[src/rtl/trap_controller_pkg.sv]
// Shared definitions for the machine-mode trap controller: CSR addresses,
// interrupt cause codes, mstatus bit positions, FSM state encoding and the
// fixed interrupt priority selector.
package trap_controller_pkg;

   localparam logic [11:0] CSR_MSTATUS  = 12'h300;
   localparam logic [11:0] CSR_MIE      = 12'h304;
   localparam logic [11:0] CSR_MTVEC    = 12'h305;
   localparam logic [11:0] CSR_MSCRATCH = 12'h340;
   localparam logic [11:0] CSR_MEPC     = 12'h341;
   localparam logic [11:0] CSR_MCAUSE   = 12'h342;
   localparam logic [11:0] CSR_MTVAL    = 12'h343;
   localparam logic [11:0] CSR_MIP      = 12'h344;
   localparam logic [11:0] CSR_MITRIG   = 12'h7C1;

   localparam logic [4:0] CAUSE_MSI = 5'd3;
   localparam logic [4:0] CAUSE_MTI = 5'd7;
   localparam logic [4:0] CAUSE_MEI = 5'd11;

   localparam int MSTATUS_MIE_BIT  = 3;
   localparam int MSTATUS_MPIE_BIT = 7;

   typedef enum logic {
      ST_RUN     = 1'b0,
      ST_HANDLER = 1'b1
   } trap_state_t;

   // MEI > MSI > MTI > user lines, lowest user index first. Later
   // assignments override earlier ones, so the scan runs lowest priority first.
   function automatic logic [4:0] irq_select(input logic [31:0] pend);
      logic [4:0] code;
      code = 5'd0;
      for (int i = 31; i >= 16; i--) begin
         if (pend[i]) code = 5'(i);
      end
      if (pend[CAUSE_MTI]) code = CAUSE_MTI;
      if (pend[CAUSE_MSI]) code = CAUSE_MSI;
      if (pend[CAUSE_MEI]) code = CAUSE_MEI;
      return code;
   endfunction

endpackage

[src/rtl/trap_controller_irq_sync.sv]
// Per-line interrupt conditioner: SYNC_STAGES-deep synchroniser followed by
// an optional sticky rising-edge latch.
// Ports:
//   clk        core clock
//   rst        synchronous active-low reset
//   raw        asynchronous interrupt level
//   edge_mode  1 = report the sticky edge latch, 0 = report the synced level
//   clear      software clear of the edge latch (a same-cycle edge wins)
//   line       conditioned interrupt line
module trap_controller_irq_sync #(
   parameter int SYNC_STAGES = 2
) (
   input  logic clk,
   input  logic rst,
   input  logic raw,
   input  logic edge_mode,
   input  logic clear,
   output logic line
);

   logic [SYNC_STAGES-1:0] sync_q;
   logic                   prev_q;
   logic                   latch_q;
   logic                   rise;

   assign rise = edge_mode & sync_q[SYNC_STAGES-1] & ~prev_q;

   always_ff @(posedge clk) begin
      if (!rst) begin
         sync_q  <= '0;
         prev_q  <= 1'b0;
         latch_q <= 1'b0;
      end else begin
         sync_q  <= {sync_q[SYNC_STAGES-2:0], raw};
         prev_q  <= sync_q[SYNC_STAGES-1];
         latch_q <= (latch_q & ~clear) | rise;
      end
   end

   assign line = edge_mode ? latch_q : sync_q[SYNC_STAGES-1];

endmodule

[src/rtl/trap_controller.sv]
// Machine-mode trap controller: synchronises and prioritises the machine and
// user interrupts, holds the machine trap CSRs and runs the
// trapRequest/trapAccept handshake with direct or vectored mtvec.
// Optional feature macro: TRAP_CONTROLLER_EDGE_TRIGGER_EN adds CSR 0x7C1
// (mitrig) selecting edge-triggered user lines, cleared by writing 0 to mip.
// Ports:
//   clk, rst                      clock, synchronous active-low reset
//   csrWriteEnable/Address/Data   CSR write port
//   csrReadEnable/Address         CSR read port
//   csrReadData, csrRequestOutput read data (0 when not addressed), hit flag
//   programCounter                PC of the instruction at the trap boundary
//   exceptionValid/Cause/Value    synchronous exception from the pipeline
//   machine*Interrupt, userInterrupts  asynchronous interrupt levels
//   trapRequest, trapAccept       trap handshake
//   trapReturn                    mret retired
//   trapVector, trapReturnVector  handler address, mepc
//   inTrapHandler                 FSM in HANDLER
//
// state      | meaning
// ST_RUN     | normal execution, interrupts taken when MIE=1
// ST_HANDLER | inside a trap handler, only exceptions trap
module trap_controller
   import trap_controller_pkg::*;
#(
   parameter int          USER_IRQ_COUNT = 16,
   parameter int          SYNC_STAGES    = 2,
   parameter logic [31:0] MTVEC_RESET    = 32'h0000_0000
) (
   input  logic                      clk,
   input  logic                      rst,
   input  logic                      csrWriteEnable,
   input  logic                      csrReadEnable,
   input  logic [11:0]               csrWriteAddress,
   input  logic [11:0]               csrReadAddress,
   input  logic [31:0]               csrWriteData,
   output logic [31:0]               csrReadData,
   output logic                      csrRequestOutput,
   input  logic [31:0]               programCounter,
   input  logic                      exceptionValid,
   input  logic [3:0]                exceptionCause,
   input  logic [31:0]               exceptionValue,
   input  logic                      machineSoftwareInterrupt,
   input  logic                      machineTimerInterrupt,
   input  logic                      machineExternalInterrupt,
   input  logic [USER_IRQ_COUNT-1:0] userInterrupts,
   output logic                      trapRequest,
   input  logic                      trapAccept,
   input  logic                      trapReturn,
   output logic [31:0]               trapVector,
   output logic [31:0]               trapReturnVector,
   output logic                      inTrapHandler
);

   localparam logic [31:0] USER_MASK = 32'(((64'd1 << USER_IRQ_COUNT) - 64'd1) << 16);
   localparam logic [31:0] MIE_MASK  = USER_MASK | 32'h0000_0888;

   trap_state_t state_q, state_d;

   logic        mstatus_mie_q, mstatus_mpie_q;
   logic [31:0] mie_q, mtvec_q, mscratch_q, mepc_q, mcause_q, mtval_q;

   logic [2:0]                sys_raw, sys_sync;
   logic [USER_IRQ_COUNT-1:0] user_sync, edge_mode, mip_clear;
   logic [31:0]               irq_vec, pending, sel_cause, base, rd_data;
   logic [4:0]                irq_code;
   logic                      irq_take, irq_sel, accept, rd_hit;

   assign sys_raw = {machineExternalInterrupt, machineTimerInterrupt, machineSoftwareInterrupt};

   for (genvar g = 0; g < 3; g++) begin : g_sys
      trap_controller_irq_sync #(.SYNC_STAGES(SYNC_STAGES)) u_sync (
         .clk(clk), .rst(rst), .raw(sys_raw[g]), .edge_mode(1'b0),
         .clear(1'b0), .line(sys_sync[g]));
   end

   for (genvar g = 0; g < USER_IRQ_COUNT; g++) begin : g_user
      trap_controller_irq_sync #(.SYNC_STAGES(SYNC_STAGES)) u_sync (
         .clk(clk), .rst(rst), .raw(userInterrupts[g]), .edge_mode(edge_mode[g]),
         .clear(mip_clear[g]), .line(user_sync[g]));
   end

`ifdef TRAP_CONTROLLER_EDGE_TRIGGER_EN
   logic [USER_IRQ_COUNT-1:0] mitrig_q;

   always_ff @(posedge clk) begin
      if (!rst) begin
         mitrig_q <= '0;
      end else if (csrWriteEnable && csrWriteAddress == CSR_MITRIG) begin
         mitrig_q <= csrWriteData[USER_IRQ_COUNT-1:0];
      end
   end

   assign edge_mode = mitrig_q;
   assign mip_clear = (csrWriteEnable && csrWriteAddress == CSR_MIP) ?
                      ~csrWriteData[16 +: USER_IRQ_COUNT] : '0;
`else
   assign edge_mode = '0;
   assign mip_clear = '0;
`endif

   always_comb begin
      irq_vec                         = '0;
      irq_vec[CAUSE_MSI]              = sys_sync[0];
      irq_vec[CAUSE_MTI]              = sys_sync[1];
      irq_vec[CAUSE_MEI]              = sys_sync[2];
      irq_vec[16 +: USER_IRQ_COUNT]   = user_sync;
   end

   assign pending  = irq_vec & mie_q;
   assign irq_code = irq_select(pending);
   assign irq_take = (state_q == ST_RUN) & mstatus_mie_q & (|pending);
   assign irq_sel  = ~exceptionValid & irq_take;

   assign trapRequest = exceptionValid | irq_take;
   assign accept      = trapRequest & trapAccept;

   assign sel_cause = exceptionValid ? {1'b0, 27'b0, exceptionCause} : {1'b1, 26'b0, irq_code};

   assign base       = {mtvec_q[31:2], 2'b00};
   assign trapVector = (mtvec_q[1:0] == 2'b01 && irq_sel) ? base + {25'b0, irq_code, 2'b00} : base;

   assign trapReturnVector = mepc_q;
   assign inTrapHandler    = (state_q == ST_HANDLER);

   always_ff @(posedge clk) begin
      if (!rst) state_q <= ST_RUN;
      else      state_q <= state_d;
   end

   // Accept beats a simultaneous return.
   always_comb begin
      state_d = state_q;
      if (accept)          state_d = ST_HANDLER;
      else if (trapReturn) state_d = ST_RUN;
   end

   always_ff @(posedge clk) begin
      if (!rst) begin
         mstatus_mie_q  <= 1'b0;
         mstatus_mpie_q <= 1'b0;
         mie_q          <= '0;
         mtvec_q        <= MTVEC_RESET;
         mscratch_q     <= '0;
         mepc_q         <= '0;
         mcause_q       <= '0;
         mtval_q        <= '0;
      end else begin
         if (csrWriteEnable) begin
            case (csrWriteAddress)
               CSR_MIE:      mie_q      <= csrWriteData & MIE_MASK;
               // Reserved modes 1x collapse to direct.
               CSR_MTVEC:    mtvec_q    <= {csrWriteData[31:2], 1'b0, csrWriteData[0] & ~csrWriteData[1]};
               CSR_MSCRATCH: mscratch_q <= csrWriteData;
               default: ;
            endcase
         end
         // Trap commit/return own mstatus/mepc/mcause/mtval in their cycle.
         if (accept) begin
            mepc_q         <= programCounter & 32'hFFFF_FFFE;
            mcause_q       <= sel_cause;
            mtval_q        <= exceptionValid ? exceptionValue : 32'h0;
            mstatus_mpie_q <= mstatus_mie_q;
            mstatus_mie_q  <= 1'b0;
         end else if (trapReturn) begin
            mstatus_mie_q  <= mstatus_mpie_q;
            mstatus_mpie_q <= 1'b1;
         end else if (csrWriteEnable) begin
            case (csrWriteAddress)
               CSR_MSTATUS: begin
                  mstatus_mie_q  <= csrWriteData[MSTATUS_MIE_BIT];
                  mstatus_mpie_q <= csrWriteData[MSTATUS_MPIE_BIT];
               end
               CSR_MEPC:   mepc_q   <= csrWriteData & 32'hFFFF_FFFE;
               CSR_MCAUSE: mcause_q <= csrWriteData;
               CSR_MTVAL:  mtval_q  <= csrWriteData;
               default: ;
            endcase
         end
      end
   end

   always_comb begin
      rd_hit  = 1'b1;
      rd_data = '0;
      case (csrReadAddress)
         CSR_MSTATUS: begin
            rd_data[MSTATUS_MIE_BIT]  = mstatus_mie_q;
            rd_data[MSTATUS_MPIE_BIT] = mstatus_mpie_q;
         end
         CSR_MIE:      rd_data = mie_q;
         CSR_MTVEC:    rd_data = mtvec_q;
         CSR_MSCRATCH: rd_data = mscratch_q;
         CSR_MEPC:     rd_data = mepc_q;
         CSR_MCAUSE:   rd_data = mcause_q;
         CSR_MTVAL:    rd_data = mtval_q;
         CSR_MIP:      rd_data = irq_vec;
`ifdef TRAP_CONTROLLER_EDGE_TRIGGER_EN
         CSR_MITRIG:   rd_data[USER_IRQ_COUNT-1:0] = mitrig_q;
`endif
         default:      rd_hit = 1'b0;
      endcase
   end

   assign csrRequestOutput = csrReadEnable & rd_hit;
   assign csrReadData      = csrRequestOutput ? rd_data : 32'h0;

endmodule

[config.mk]
export PLATFORM = sky130hd
export DESIGN_NAME = trap_controller
export DESIGN_NICKNAME = d
export VERILOG_FILES = /design/src/rtl/trap_controller_pkg.sv /design/src/rtl/trap_controller_irq_sync.sv /design/src/rtl/trap_controller.sv
export SDC_FILE = /design/constraint.sdc
export NUM_CORES = 1
export LEC_CHECK = 0
export CAP_MARGIN = 20
export CELL_PAD_IN_SITES_DETAIL_PLACEMENT = 1
export CELL_PAD_IN_SITES_GLOBAL_PLACEMENT = 1
export CORE_MARGIN = 5
export CORE_UTILIZATION = 34
export CTS_CLUSTER_DIAMETER = 80
export DETAILED_ROUTE_END_ITERATION = 10
export HOLD_SLACK_MARGIN = 0.03
export PLACE_DENSITY = 0.88
export SKIP_LAST_GASP = 1
export SYNTH_ARGS = -nofsm -noshare
export SYNTH_HDL_FRONTEND = slang
export SYNTH_SLANG_ARGS = --single-unit
[constraint.sdc]
create_clock -name clk -period 2.8 [get_ports clk]
set_input_delay 0.42 -clock clk [delete_from_list [all_inputs] [get_ports clk]]
set_output_delay 0.42 -clock clk [all_outputs]
set_load 0.01 [all_outputs]
# [Yosys cells after proc, flatten, opt, wreduce, memory -nomap -nowiden]
# Cells that the tools add are included.
[word_totals] out_inout_bits=99 in_bits=150 elab_cells=128 register_bits=218
[op_classes] bitwise_logic=12 reduce_logical=21 muxes=50 add_sub_neg=1 n_eq_ne=16
[ops] cell="32-bit two-way mux" n=16
[ops] cell="12-bit by 10-bit == test with 1-bit output, second input constant" n=15
[ops] cell="24-bit one-hot mux with 7 select lines" n=1
[ops] cell="5-bit two-way mux" n=19
[ops] cell="32-bit by 7-bit adder with 32-bit output" n=1
[ops] cell="32-bit bitwise AND" n=1
[ops] cell="32-bit OR reduction" n=1
[ops] cell="3-bit one-hot mux with 5 select lines" n=2
[ops] cell="1-bit one-hot mux with 8 select lines" n=2
[ops] cell="2-bit nonzero test" n=7
[ops] cell="1-bit two-way mux" n=10
[ops] cell="2-bit AND reduction" n=5
[ops] cell="3-bit AND reduction" n=3
[ops] cell="8-bit OR reduction" n=1
[ops] cell="1-bit bitwise AND" n=6
[ops] cell="3-bit nonzero test" n=2
[ops] cell="1-bit inverter" n=4
[ops] cell="2-bit by 1-bit != test with 1-bit output, second input constant" n=1
[ops] cell="2-bit OR reduction" n=1
[ops] cell="1-bit logical AND" n=1
[ops] cell="1-bit bitwise OR" n=1

# [Longest topological paths before layout]
[depth] depth_word=22 ltp_mapped=12 ltp_nobuf=12

# [Modules after synthesis]
# A second synthesis with hierarchy kept.
[hier_totals] cells_unflattened=1462 area_unflattened_um2=12285.5
[by_module_without_submodules] module="trap_controller" cells_each=1253 seq_area_each_um2=3603.5 n_inst=1 area_per_inst_um2=9789.4
[by_module_without_submodules] module="trap_controller_irq_sync" cells_each=11 seq_area_each_um2=80.1 n_inst=19 area_per_inst_um2=131.4

# [Least setup slack after synthesis]
# No wires, ideal clock.
[synth_path] kind="reg-to-output" from="reg mie_q[27]" to="out trapVector[30]" path_slack_ns=-0.357 path_buffers=0 required_ns=2.380 arrival_time_ns=2.737 path_stages_with_launch=13 cell_sequence="dfxtp_1 nand2_1 a32o_1 o2111ai_1 a221o_1 ha_1 inv_1 fa_1 nor2b_1 o31a_1 nor2_1 or4_1 xnor2_1"
[synth_between] elab_chain_cells=18 word_cells_on_any_way=22 classes_between="add/sub (1); mux (16); bitwise (3); reduce/logical (2)"
[synth_lines] item="from (decl)" line="trap_controller.sv:60" rtl="logic [31:0] mie_q, mtvec_q, mscratch_q, mepc_q, mcause_q, mtval_q;"
[synth_lines] item="from (signal assigned)" line="trap_controller.sv:150" rtl="CSR_MIE: mie_q <= csrWriteData & MIE_MASK;"
[synth_lines] item="32-bit bitwise AND *" line="trap_controller.sv:109" rtl="assign pending = irq_vec & mie_q;"
[synth_lines] item="5-bit two-way mux (12 in series)" line="trap_controller_pkg.sv:34" rtl="if (pend[i]) code = 5'(i);"
[synth_lines] item="5-bit two-way mux" line="trap_controller_pkg.sv:36" rtl="if (pend[CAUSE_MTI]) code = CAUSE_MTI;"
[synth_lines] item="5-bit two-way mux" line="trap_controller_pkg.sv:37" rtl="if (pend[CAUSE_MSI]) code = CAUSE_MSI;"
[synth_lines] item="5-bit two-way mux" line="trap_controller_pkg.sv:38" rtl="if (pend[CAUSE_MEI]) code = CAUSE_MEI;"
[synth_lines] item="32-bit by 7-bit adder with 32-bit output" line="trap_controller.sv:120" rtl="assign trapVector = (mtvec_q[1:0] == 2'b01 && irq_sel) ? base + {25'b0, irq_code, 2'b00} : base;"
[synth_lines] item="32-bit two-way mux *" line="trap_controller.sv:120"
[synth_lines] item="to (decl)" line="trap_controller.sv:49" rtl="output logic [31:0] trapVector,"
# Mark *: on every way between the ends. The rest lies on a longest branch, timed or not.

# [Worst setup path in the final report]
[layout_path] from="reg g_sys[1].u_sync.sync_q[1]" to="out trapVector[27]"
[layout_between] elab_chain_cells=6 word_cells_on_any_way=10 classes_between="add/sub (1); mux (4); bitwise (3); reduce/logical (2)"
[layout_lines] item="from (decl)" line="trap_controller_irq_sync.sv:21" rtl="logic [SYNC_STAGES-1:0] sync_q;"
[layout_lines] item="from (signal assigned)" line="trap_controller_irq_sync.sv:34" rtl="sync_q <= {sync_q[SYNC_STAGES-2:0], raw};"
[layout_lines] item="32-bit bitwise AND *" line="trap_controller.sv:109"
[layout_lines] item="5-bit two-way mux / 32-bit OR reduction (equally long branches)" line="trap_controller_pkg.sv:36, trap_controller.sv:111"
[layout_lines] item="5-bit two-way mux / 1-bit bitwise AND (equally long branches)" line="trap_controller_pkg.sv:37, trap_controller.sv:111"
[layout_lines] item="5-bit two-way mux / 1-bit bitwise AND (equally long branches)" line="trap_controller_pkg.sv:38, trap_controller.sv:112"
[layout_lines] item="32-bit by 7-bit adder with 32-bit output / 1-bit logical AND (equally long branches)" line="trap_controller.sv:120"
[layout_lines] item="32-bit two-way mux *" line="trap_controller.sv:120"
# Marked as above.

==> metrics.cfg <==
[logic_synthesis]
synth_edf_count = 0
yosys.area.top_type = dfxtp_1
synth_ff_type = dfxtp_1
synthCells = 1247
synthArstFlopShare_pct = 0
ys_seq_area_share_pct = 41.26
yosysWarnings = 0
synth_area_leaders = dfxtp_1, mux2i_1, nand2_1, a21oi_1, a22oi_1
syn_area_per_cell_um2 = 8.481
synthesis.area_mm2 = 0.01058
synth_seq_cells = 218
ys_types = 69
netlist.area_leader.share_pct = 41.26

[placed_design]
dpl.cell_count = 1963
hpwlAfterDp_mm = 35.38
place.gp.congestion = 0.9363
io_buffer_count = 244
placed_area_mm2 = 0.01470
place_ws_ns = -1.062

[timing]
post-route-min-period_ns = 4.695
rsz0062_at_grt = yes
whs_ns = 0.4215
finalMaxSlewViolations = 0
setup_slack_ns = -1.895
finClkSkew_ns = 0.02128
hold_violations = 0
setup_viol = 70
fmax_mhz = 213.0
fin_crit_sh_pct = 167.7
slew_headroom_pct = 19.87
max_slew.worst_pin.slew_ns = 1.202

[setup_path]
cp-startpoint = g_sys[1].u_sync.sync_q[1]
critical_path_arrival_ns = 4.28
reg2reg_from = mie_q[29]
rrSetupSlack_ns = -0.34
critPathKind = reg2out
rr_endpoint = mtval_q[13]
cp-endpoint = trapVector[27]
worstSetupStartpointType = flop
cp.required_ns = 2.38
cp_max_fo = 7
worstRegToRegCells = 10
endpoint_kind = primary output

[clock_tree]
cts_tree = built
cts_buffers = 26
path_clk_slew_ns = 0.07
clock_path_buffers = 3
numClockSinks = 218
cts_max_level = 1
insertion_delay_ns = 0.56
clock-root-buffer = clkbuf_16

[routing]
dr.pass1.iters = 7
drc = 0
vias = 14560
vias_per_cell = 6.866
drt_iter0_markers = 2405
antenna_left = 0
routedWlPerCell_um = 35.51
wl_mm = 75.33

[outcome]
run_status = finished, violations left
violations = negative setup slack

[layout]
area_growth_pct = 65.87
drive_gt1_share_pct = 32.87
final_cells = 2121
final_area_mm2 = 0.01754
final_nets = 1857

[die]
die_area_mm2 = 0.03473
coreArea_mm2 = 0.03067
die_y_um = 186.4
row_count = 64
die_w_um = 186.4
io_pins = 249
start_util_pct = 34.49

[grt]
grt_overflow = 0
grt_max_degree = 70
first_global_vias = 14950
grt_pass1_wl_mm = 99.84
antenna_found_initial = 10
grt.total_usage_pct = 36.92

[power_and_ir_drop]
p_sw_mw = 2.081
combPwrFrac_pct = 9.8
p_sw_share_pct = 25.95
power_leakage_nw = 7.394
internal_power_mw = 5.939
p_per_area_mw_per_mm2 = 457.1
p_seq_share_pct = 40.9
fin_total_pwr_mw = 8.020
vdd_drop_max_v = 0.0004790
p_clk_share_pct = 49.3

[worst_hold_path]
hold_class = in2reg
min_from = exceptionValue[2]

[job]
maxCapViolCount = 0

## worst max-delay path: stages (launching register included)
cell and delay, ns:
dfxtp_1 0.36, nand2_1 0.22, nand3_1 0.25, buf_4 0.28
a21oi_2 0.40, inv_1 0.17, ha_4 0.26, a211oi_2 0.50
o21bai_1 0.18, a21oi_2 0.25, buf_4 0.18, buf_6 0.15
nor4_4 0.05, xor2_1 0.25, buf_2 0.19
## state kept, by name, indices dropped and copies added, names as in the netlist, 6 cells and up
register / cells
g_user.u_sync.sync_q: 32
mcause_q: 32
mscratch_q: 32
mtval_q: 32
mtvec_q: 31
trapReturnVector: 31
mie_q: 19
g_sys.u_sync.sync_q: 6
## per-layer routing
metal | share of wire, % | global-route usage (%) | vias to the layer above | routed length, um
li1 | - | - | 5454 | -
met1 | 34 | 42.76 | 6862 | 25440
met2 | 43 | 57.50 | 1577 | 32100
met3 | 13 | 11.85 | 666 | 9787
met4 | 11 | 26.09 | 4 | 7971
met5 | 0.037 | 1.511 | - | 28
## cells in the mapped netlist, types with 5 or more instances
cell / n
a211oi_1: 35
a21oi_1: 114
a221oi_1: 15
a222oi_1: 16
a22o_1: 18
a22oi_1: 47
a31oi_1: 22
and2_1: 42
buf_2: 23
buf_4: 9
clkbuf_1: 65
dfxtp_1: 218
ha_1: 5
inv_1: 10
mux2i_1: 84
nand2_1: 203
nand3_1: 9
nand4_1: 6
nor2_1: 93
nor3_1: 15
nor4_1: 7
o21ai_0: 44
o31ai_1: 34
xor2_1: 25
## cells in the final DEF (no fill, tap or decap), types with 5 or more instances in the layout
cell / instances
nor2_1: 86
a21oi_2: 11
clkbuf_16: 29
a211oi_1: 33
dfxtp_2: 13
diode_2: 6
a31oi_1: 13
buf_8: 9
xor2_1: 22
buf_6: 64
a21oi_1: 103
clkdlybuf4s50_1: 167
buf_12: 25
dfxtp_1: 205
nor3_2: 5
mux2i_1: 84
a221oi_2: 9
bufinv_16: 5
o31ai_1: 32
buf_2: 55
a22oi_1: 17
nor3_4: 8
nor4_4: 10
nand3_1: 8
a221oi_4: 5
a22oi_2: 30
a222oi_1: 16
a31oi_2: 8
nand4_1: 6
inv_1: 7
a22o_1: 15
dlygate4sd2_1: 7
buf_4: 192
o21ai_0: 38
clkbuf_8: 6
and2_1: 41
nand2_1: 200
## stage by stage
stage | util (%) | setup TNS, ns
6_report | 57.20 | -55.47
3_5_place_dp | 47.92 | -51.87
2_1_floorplan | - | -3.062
3_3_place_gp | 47.92 | -45.35
5_1_grt | 57.18 | -56.51
4_1_cts | 55.33 | -31.96
## how the worst min path moves through the flow
stage / to / cells after the start
2_1_floorplan: g_user[11].u_sync.sync_q[1] / 1
3_3_place_gp: g_user[0].u_sync.sync_q[1] / 1
4_1_cts: mtval_q[2] / 4
5_1_grt: mtval_q[0] / 4
6_report: mtval_q[2] / 3
3_5_place_dp: g_user[9].u_sync.sync_q[1] / 1
## final cells by class
type                       count  area, um^2
antenna                        6       15.01
clock buffer                  37       773.2
clock inverter                 9       178.9
fill                        3370       13130
inverter                      10       40.04
multi-input combinational    920        6746
sequential                   218        4380
tap                          396       495.5
timing repair buffer         525        4913
## kinds of logic after synthesis
family | share of synthesized area [%]
AND/OR/NAND/NOR | 19.34
AO/OA/AOI/OAI | 23.54
flip-flops | 41.26
buffers and inverters | 4.531
XOR/XNOR | 2.236
multiplexers | 8.269
other | 0.03546
adder cells (fa/ha/maj) | 0.7808
## power groups by stage
| stage | combinational, mW | clock (mW) | sequential (mW) |
|---|---|---|---|
| after floorplan | 0.219 | 0 | 3.31 |
| after global placement | 0.650 | 0 | 3.31 |
| after detailed placement | 0.675 | 0 | 3.32 |
| after CTS | 0.703 | 3.82 | 3.26 |
| after global routing | 0.802 | 4.03 | 3.28 |
| final | 0.788 | 3.95 | 3.28 |
## repair_timing
item / in CTS / in global routing
gates resized for setup: 442 / 131
gates cloned: 7 / 1
setup endpoints to repair: 64 / 64
buffers inserted: 92 / 37
hold buffers: 0 / 0
pin swaps: 86 / 98
(Power assumes the default switching activity.)
